`config.mk`:
```
export PLATFORM = sky130hd
export DESIGN_NAME = wb_echo_master
export DESIGN_NICKNAME = d
export VERILOG_FILES = /design/src/rtl/wb_echo_master.sv
export SDC_FILE = /design/constraint.sdc
export NUM_CORES = 1
export LEC_CHECK = 0
export BUFFER_PORTS_ARGS = -buffer_cell sky130_fd_sc_hd__buf_2
export CAP_MARGIN = 20
export CORE_UTILIZATION = 55
export CTS_CLUSTER_SIZE = 12
export DETAILED_ROUTE_END_ITERATION = 6
export GPL_ROUTABILITY_DRIVEN = 0
export PLACE_DENSITY = 0.77
export SLEW_MARGIN = 20
export SYNTH_ARGS = -nofsm -noshare
export SYNTH_HDL_FRONTEND = slang
export SYNTH_SLANG_ARGS = --single-unit
```
`constraint.sdc`:
```
create_clock -name wb_clk_i -period 9.1 [get_ports wb_clk_i]
set_input_delay 0.91 -clock wb_clk_i [delete_from_list [all_inputs] [get_ports wb_clk_i]]
set_output_delay 0.91 -clock wb_clk_i [all_outputs]
set_load 0.05 [all_outputs]
```
`src/rtl/wb_echo_master.sv`:
```
// wb_echo_master: Wishbone pipelined-mode master that reads words from a
// receive peripheral into a small FIFO and writes them back out to a
// transmit address. Reads take priority over writes, a transfer that is
// never acknowledged is aborted after TIMEOUT wait cycles and reported
// through a sticky error flag and a saturating error counter.
//
// Handshake: a request is presented with cyc=1/stb=1 and is taken by the
// slave on the first rising edge where wb_stall_i=0; after that stb drops
// and cyc stays high until the edge where wb_ack_i=1 (or the timeout),
// which completes the transfer. An ack on the accepting edge completes the
// transfer immediately. Acks seen while no transfer is open are ignored.
module wb_echo_master #(
  parameter int             DW      = 32,
  parameter int             AW      = 4,
  parameter int             DEPTH   = 8,
  parameter logic [AW-1:0]  RD_ADR  = '0,
  parameter logic [AW-1:0]  WR_ADR  = '0,
  parameter int             TIMEOUT = 255
) (
  input  logic                       wb_clk_i,
  input  logic                       wb_rst_ni,
  output logic                       wb_cyc_o,
  output logic                       wb_stb_o,
  output logic                       wb_we_o,
  output logic [AW-1:0]              wb_adr_o,
  output logic [DW-1:0]              wb_dat_o,
  input  logic [DW-1:0]              wb_dat_i,
  input  logic                       wb_ack_i,
  input  logic                       wb_stall_i,
  input  logic                       int_rx_i,
  input  logic                       clr_err_i,
  output logic [$clog2(DEPTH+1)-1:0] level_o,
  output logic                       err_o,
  output logic [7:0]                 err_cnt_o
);

  localparam int PW = $clog2(DEPTH);
  localparam int LW = $clog2(DEPTH+1);
  // Wait counter runs 0..TIMEOUT-1, so it needs at least one bit.
  localparam int TW = (TIMEOUT > 1) ? $clog2(TIMEOUT) : 1;
  localparam logic [TW-1:0] TLAST = TW'(TIMEOUT - 1);
  localparam logic [LW-1:0] LFULL = LW'(DEPTH);

  typedef enum logic [1:0] {
    S_IDLE     = 2'd0,
    S_REQ      = 2'd1,
    S_WAIT_ACK = 2'd2
  } state_t;

  state_t          state;
  logic [TW-1:0]   tmo_cnt;

  logic [DW-1:0]   mem [DEPTH];
  logic [PW-1:0]   wr_ptr;
  logic [PW-1:0]   rd_ptr;

  logic            fifo_full;
  logic            fifo_empty;
  logic            want_read;
  logic            want_write;
  logic            xfer_ack;
  logic            xfer_tmo;
  logic            push;
  logic            pop;

  // FIFO status straight from the occupancy counter.
  assign fifo_full  = (level_o == LFULL);
  assign fifo_empty = (level_o == '0);

  // IDLE decision: a pending receive wins unless there is no room for it.
  assign want_read  = int_rx_i && !fifo_full;
  assign want_write = !fifo_empty;

  // Completion events for the single outstanding transfer. An ack is only
  // honoured in REQ on the accepting edge (stall low) or while waiting.
  assign xfer_ack = ((state == S_REQ) && !wb_stall_i && wb_ack_i) ||
                    ((state == S_WAIT_ACK) && wb_ack_i);
  assign xfer_tmo = (state == S_WAIT_ACK) && !wb_ack_i && (tmo_cnt == TLAST);

  // A completed read stores its data; a write leaves the FIFO whether it
  // was acknowledged or abandoned, so a timed-out word is dropped.
  assign push = xfer_ack && !wb_we_o;
  assign pop  = (xfer_ack || xfer_tmo) && wb_we_o;

  // Transfer sequencer: picks the next transfer in IDLE and owns all bus outputs.
  always_ff @(posedge wb_clk_i or negedge wb_rst_ni) begin
    if (!wb_rst_ni) begin
      state    <= S_IDLE;
      wb_cyc_o <= 1'b0;
      wb_stb_o <= 1'b0;
      wb_we_o  <= 1'b0;
      wb_adr_o <= '0;
      wb_dat_o <= '0;
      tmo_cnt  <= '0;
    end else begin
      case (state)
        S_IDLE: begin
          if (want_read) begin
            state    <= S_REQ;
            wb_cyc_o <= 1'b1;
            wb_stb_o <= 1'b1;
            wb_we_o  <= 1'b0;
            wb_adr_o <= RD_ADR;
            wb_dat_o <= '0;
          end else if (want_write) begin
            state    <= S_REQ;
            wb_cyc_o <= 1'b1;
            wb_stb_o <= 1'b1;
            wb_we_o  <= 1'b1;
            wb_adr_o <= WR_ADR;
            wb_dat_o <= mem[rd_ptr];
          end
        end

        S_REQ: begin
          // Stall cycles simply hold the request; they do not count toward timeout.
          if (!wb_stall_i) begin
            if (wb_ack_i) begin
              state    <= S_IDLE;
              wb_cyc_o <= 1'b0;
              wb_stb_o <= 1'b0;
              wb_we_o  <= 1'b0;
              wb_adr_o <= '0;
              wb_dat_o <= '0;
            end else begin
              state    <= S_WAIT_ACK;
              wb_stb_o <= 1'b0;
              tmo_cnt  <= '0;
            end
          end
        end

        S_WAIT_ACK: begin
          if (wb_ack_i || xfer_tmo) begin
            state    <= S_IDLE;
            wb_cyc_o <= 1'b0;
            wb_stb_o <= 1'b0;
            wb_we_o  <= 1'b0;
            wb_adr_o <= '0;
            wb_dat_o <= '0;
          end else begin
            tmo_cnt <= tmo_cnt + TW'(1);
          end
        end

        default: begin
          state    <= S_IDLE;
          wb_cyc_o <= 1'b0;
          wb_stb_o <= 1'b0;
          wb_we_o  <= 1'b0;
          wb_adr_o <= '0;
          wb_dat_o <= '0;
        end
      endcase
    end
  end

  // FIFO storage; only written on a read ack, so it needs no reset.
  always_ff @(posedge wb_clk_i) begin
    if (push) begin
      mem[wr_ptr] <= wb_dat_i;
    end
  end

  // FIFO pointers and occupancy; pointers wrap naturally since DEPTH is a power of two.
  always_ff @(posedge wb_clk_i or negedge wb_rst_ni) begin
    if (!wb_rst_ni) begin
      wr_ptr  <= '0;
      rd_ptr  <= '0;
      level_o <= '0;
    end else begin
      if (push) begin
        wr_ptr <= wr_ptr + PW'(1);
      end
      if (pop) begin
        rd_ptr <= rd_ptr + PW'(1);
      end
      if (push && !pop) begin
        level_o <= level_o + LW'(1);
      end else if (pop && !push) begin
        level_o <= level_o - LW'(1);
      end
    end
  end

  // Error reporting: a timeout on the same edge as a clear still registers as one error.
  always_ff @(posedge wb_clk_i or negedge wb_rst_ni) begin
    if (!wb_rst_ni) begin
      err_o     <= 1'b0;
      err_cnt_o <= '0;
    end else if (xfer_tmo) begin
      err_o <= 1'b1;
      if (clr_err_i) begin
        err_cnt_o <= 8'd1;
      end else if (err_cnt_o != 8'hFF) begin
        err_cnt_o <= err_cnt_o + 8'd1;
      end
    end else if (clr_err_i) begin
      err_o     <= 1'b0;
      err_cnt_o <= '0;
    end
  end

endmodule

```
==> results.cfg <==
[status]
outcome = finished, violations left
failed_checks = DRC

[logic_synthesis]
yosysMostFrequentCell = sky130_fd_sc_hd__edfxtp_1
synth.cell_area_mm2 = 0.0124
synthesis.instances = 642
synth_sequential_area_ratio_pct = 74.5
synth_cell_type_count = 41
synth_edf_count = 256
yosysWarningCount = 0
synthTopCellsByCount = sky130_fd_sc_hd__edfxtp_1 (256), sky130_fd_sc_hd__mux4_2 (64), sky130_fd_sc_hd__dfrtp_1 (63)
async_flop_share_pct = 19.7
synth_top_area_share_pct = 61.8
syn_area_per_cell_um2 = 19.4
postSynthRegisterBits = 319
synthTopCellsByArea = sky130_fd_sc_hd__edfxtp_1 (62%), sky130_fd_sc_hd__dfrtp_1 (13%), sky130_fd_sc_hd__mux4_2 (12%)
ys_dominant_reg_cell = sky130_fd_sc_hd__edfxtp_1
synthDominantAreaCellType = sky130_fd_sc_hd__edfxtp_1

[finish]
final_layout_size_suffix_gt1_share_pct = 32.8
finish.net_count = 791
flow.area_growth_from_synthesis_pct = 14.1
fill_cells = 1486
postLayoutCoreUtil_pct = 64.4

[global_route]
grt_max_degree = 67
wire_length_of_the_first_global_routing_pass_um = 37500
grt_antenna_before_repair = 1
gr-usage-all-layers_pct = 21.3
grt.overflow.total = 0
first_global_vias = 6641

[clocking]
clk_pin_slew_ns = 0.05
numClockSinks = 319
cts_hold_repair.buffers = 0
clock_insertion_delay_worst_skew_ns = 0.50
cts_root_buf = sky130_fd_sc_hd__clkbuf_16
ctsHtreeMaxLevel = 2
tritoncts = built
cts_resized = 0
cts.path.max_buffers = 3
postCtsSetupRepairBufs = 0
cts_made_buffers = 34

[timing]
grt_setup_unrepaired = no
timing.fmax_mhz = 347
worst_slew_pin_slew_ns = 1.12
final.setup.tns_ns = 0
slew_limit_fails = 0
setup_viol = 0
finalCriticalPeriod_ns = 2.88
worst_slack_ns = 6.22
holdWs_ns = 0.472
final.period_utilization_pct = 31.7
finalClockSkew_ns = 0.0153
slew_headroom_pct = 25.1
final_hold_viol_count = 0

[floorplan]
initial_core_util_pct = 56.4
die-area_mm2 = 0.0232
core-area_mm2 = 0.0220
i_o_pin_count = 90
rows = 54
die_x_um = 152
fp.dieH_um = 152

[detailed_routing]
postRouteAntennaNets = 0
drtPass1Iterations = 6
drc = 22
vias = 6239
first_iter_violations = 363
vias_per_cell = 5.95
route.final.wire_length_um = 23700
avgRoutedWirePerCell_um = 22.6

[pwr]
power_leakage_uw = 0.00499
post-layout-total-power_uw = 4370
power.density_cell_area_mw_per_mm2 = 308
max-vdd-ir-drop_mv = 0.179

[critical_path]
criticalPathCategory = input port to flop
critPathArrivalTime_ns = 2.99
worstPathRequired_ns = 9.21
end_kind = flop
worstPathCellList = buf_2 -> nor3b_1 -> o21ai_0 -> nor2_1 -> nand2_1 -> nor2_4
timing.critical_path.slowest_cell_delay_ns = 0.83
cp_slowest_cell = sky130_fd_sc_hd__nor2_4
startpoint_type = input port
worst-r2r-cell-count = 5
critical_path.max_fanout = 32

[job]
cap_violations = 0

[place]
place_ws_ns = 5.74
dpl.hpwl_um = 13800
place.port_buffers = 85

[hold_path]
worstHoldPathCells = 2
worstHoldPathType = flop to flop
==> cell type report <==
cell class	instances	area, µm²	share of cell area [%]
tap	280	350	2.47
antenna	1	2.50	0.0176
clock inverter	7	32.5	0.229
multi-input combinational	289	3050	21.5
timing repair buffer	98	523	3.69
clock buffer	50	942	6.64
inverter	5	18.8	0.132
sequential	319	9270	65.3
==> where the power goes <==
group	total [µW]	switching, µW	internal [µW]
Sequential	1910	170	1740
Combinational	1220	751	469
Clock	1240	521	714
Total	4370	1440	2920
==> routing by layer <==
metal  vias up  routed length [µm]  track usage (%)
met5         -                   0                0
met4         0                 542             6.61
met3        46                1320             3.67
met2       217               12000             35.7
met1      3223                9880             29.0
li1       2753                   -                -
==> placed cells by master (no fill, tap or decap), types with 4 or more instances in the layout <==
master and n:
sky130_fd_sc_hd__ha_1 6, sky130_fd_sc_hd__mux2i_1 34, sky130_fd_sc_hd__clkinv_1 5, sky130_fd_sc_hd__inv_1 5, sky130_fd_sc_hd__nor2_1 18, sky130_fd_sc_hd__clkbuf_16 35
sky130_fd_sc_hd__dfrtp_1 60, sky130_fd_sc_hd__o21ai_2 29, sky130_fd_sc_hd__o21ai_0 8, sky130_fd_sc_hd__buf_2 85, sky130_fd_sc_hd__and3_1 5, sky130_fd_sc_hd__nand2_1 46
sky130_fd_sc_hd__mux2_2 5, sky130_fd_sc_hd__nor3_1 4, sky130_fd_sc_hd__conb_1 4, sky130_fd_sc_hd__xor2_1 8, sky130_fd_sc_hd__nand2b_1 4, sky130_fd_sc_hd__buf_4 13
sky130_fd_sc_hd__nand3_1 4, sky130_fd_sc_hd__xnor2_1 10, sky130_fd_sc_hd__edfxtp_1 256, sky130_fd_sc_hd__nor3_2 5, sky130_fd_sc_hd__mux4_2 64, sky130_fd_sc_hd__clkbuf_1 14
==> through the flow <==
| step | cell area [µm²] | instances |
|---|---|---|
| 2_1_floorplan | 12400 | 645 |
| 3_3_place_gp | 13200 | 991 |
| 3_5_place_dp | 13200 | 991 |
| 4_1_cts | 14200 | 1048 |
| 5_1_grt | 14200 | 1048 |
| 6_report | 14200 | 1049 |
==> cell families after synthesis <==
| group | after synthesis | synth area share [%] |
|---|---|---|
| buf+inv | 37 | 1.49 |
| xor+xnor | 18 | 1.27 |
| compound gates | 52 | 3.35 |
| flops | 319 | 74.5 |
| other cells | 1 | 0.0302 |
| simple gates | 106 | 3.97 |
| mux | 103 | 14.8 |
| fa+ha+maj | 6 | 0.604 |
==> final timing paths <==
path / from / endpoint / slack [ns]
min in group asynchronous: wb_rst_ni / err_cnt_o[5] / 0.59
max in group asynchronous: wb_rst_ni / rd_ptr[0] / 7.86
hold / removal: wb_dat_o[29] / wb_dat_o[29] / 0.47
setup reg to reg: wb_stb_o / mem[5][24] / 6.23
setup / recovery: wb_stall_i / mem[5][24] / 6.22
hold reg to reg: wb_dat_o[29] / wb_dat_o[29] / 0.47
==> sequential cells by signal, indices dropped and copies added, names as in the netlist <==
register	count
err_cnt_o	8
wr_ptr	3
wb_dat_o	32
level_o	4
state	1
err_o	1
mem	256
rd_ptr	3
wb_cyc_o	1
tmo_cnt	8
wb_stb_o	1
wb_we_o	1
==> critical path: cells and delay by family <==
| kind | cells | cell delay, ns |
|---|---|---|
| and+or+nand+nor | 4 | 1.71 |
| AOI/OAI and AO/OA | 1 | 0.20 |
| buffers and inverters | 1 | 0.13 |
Power figures use the tool's default switching activity.
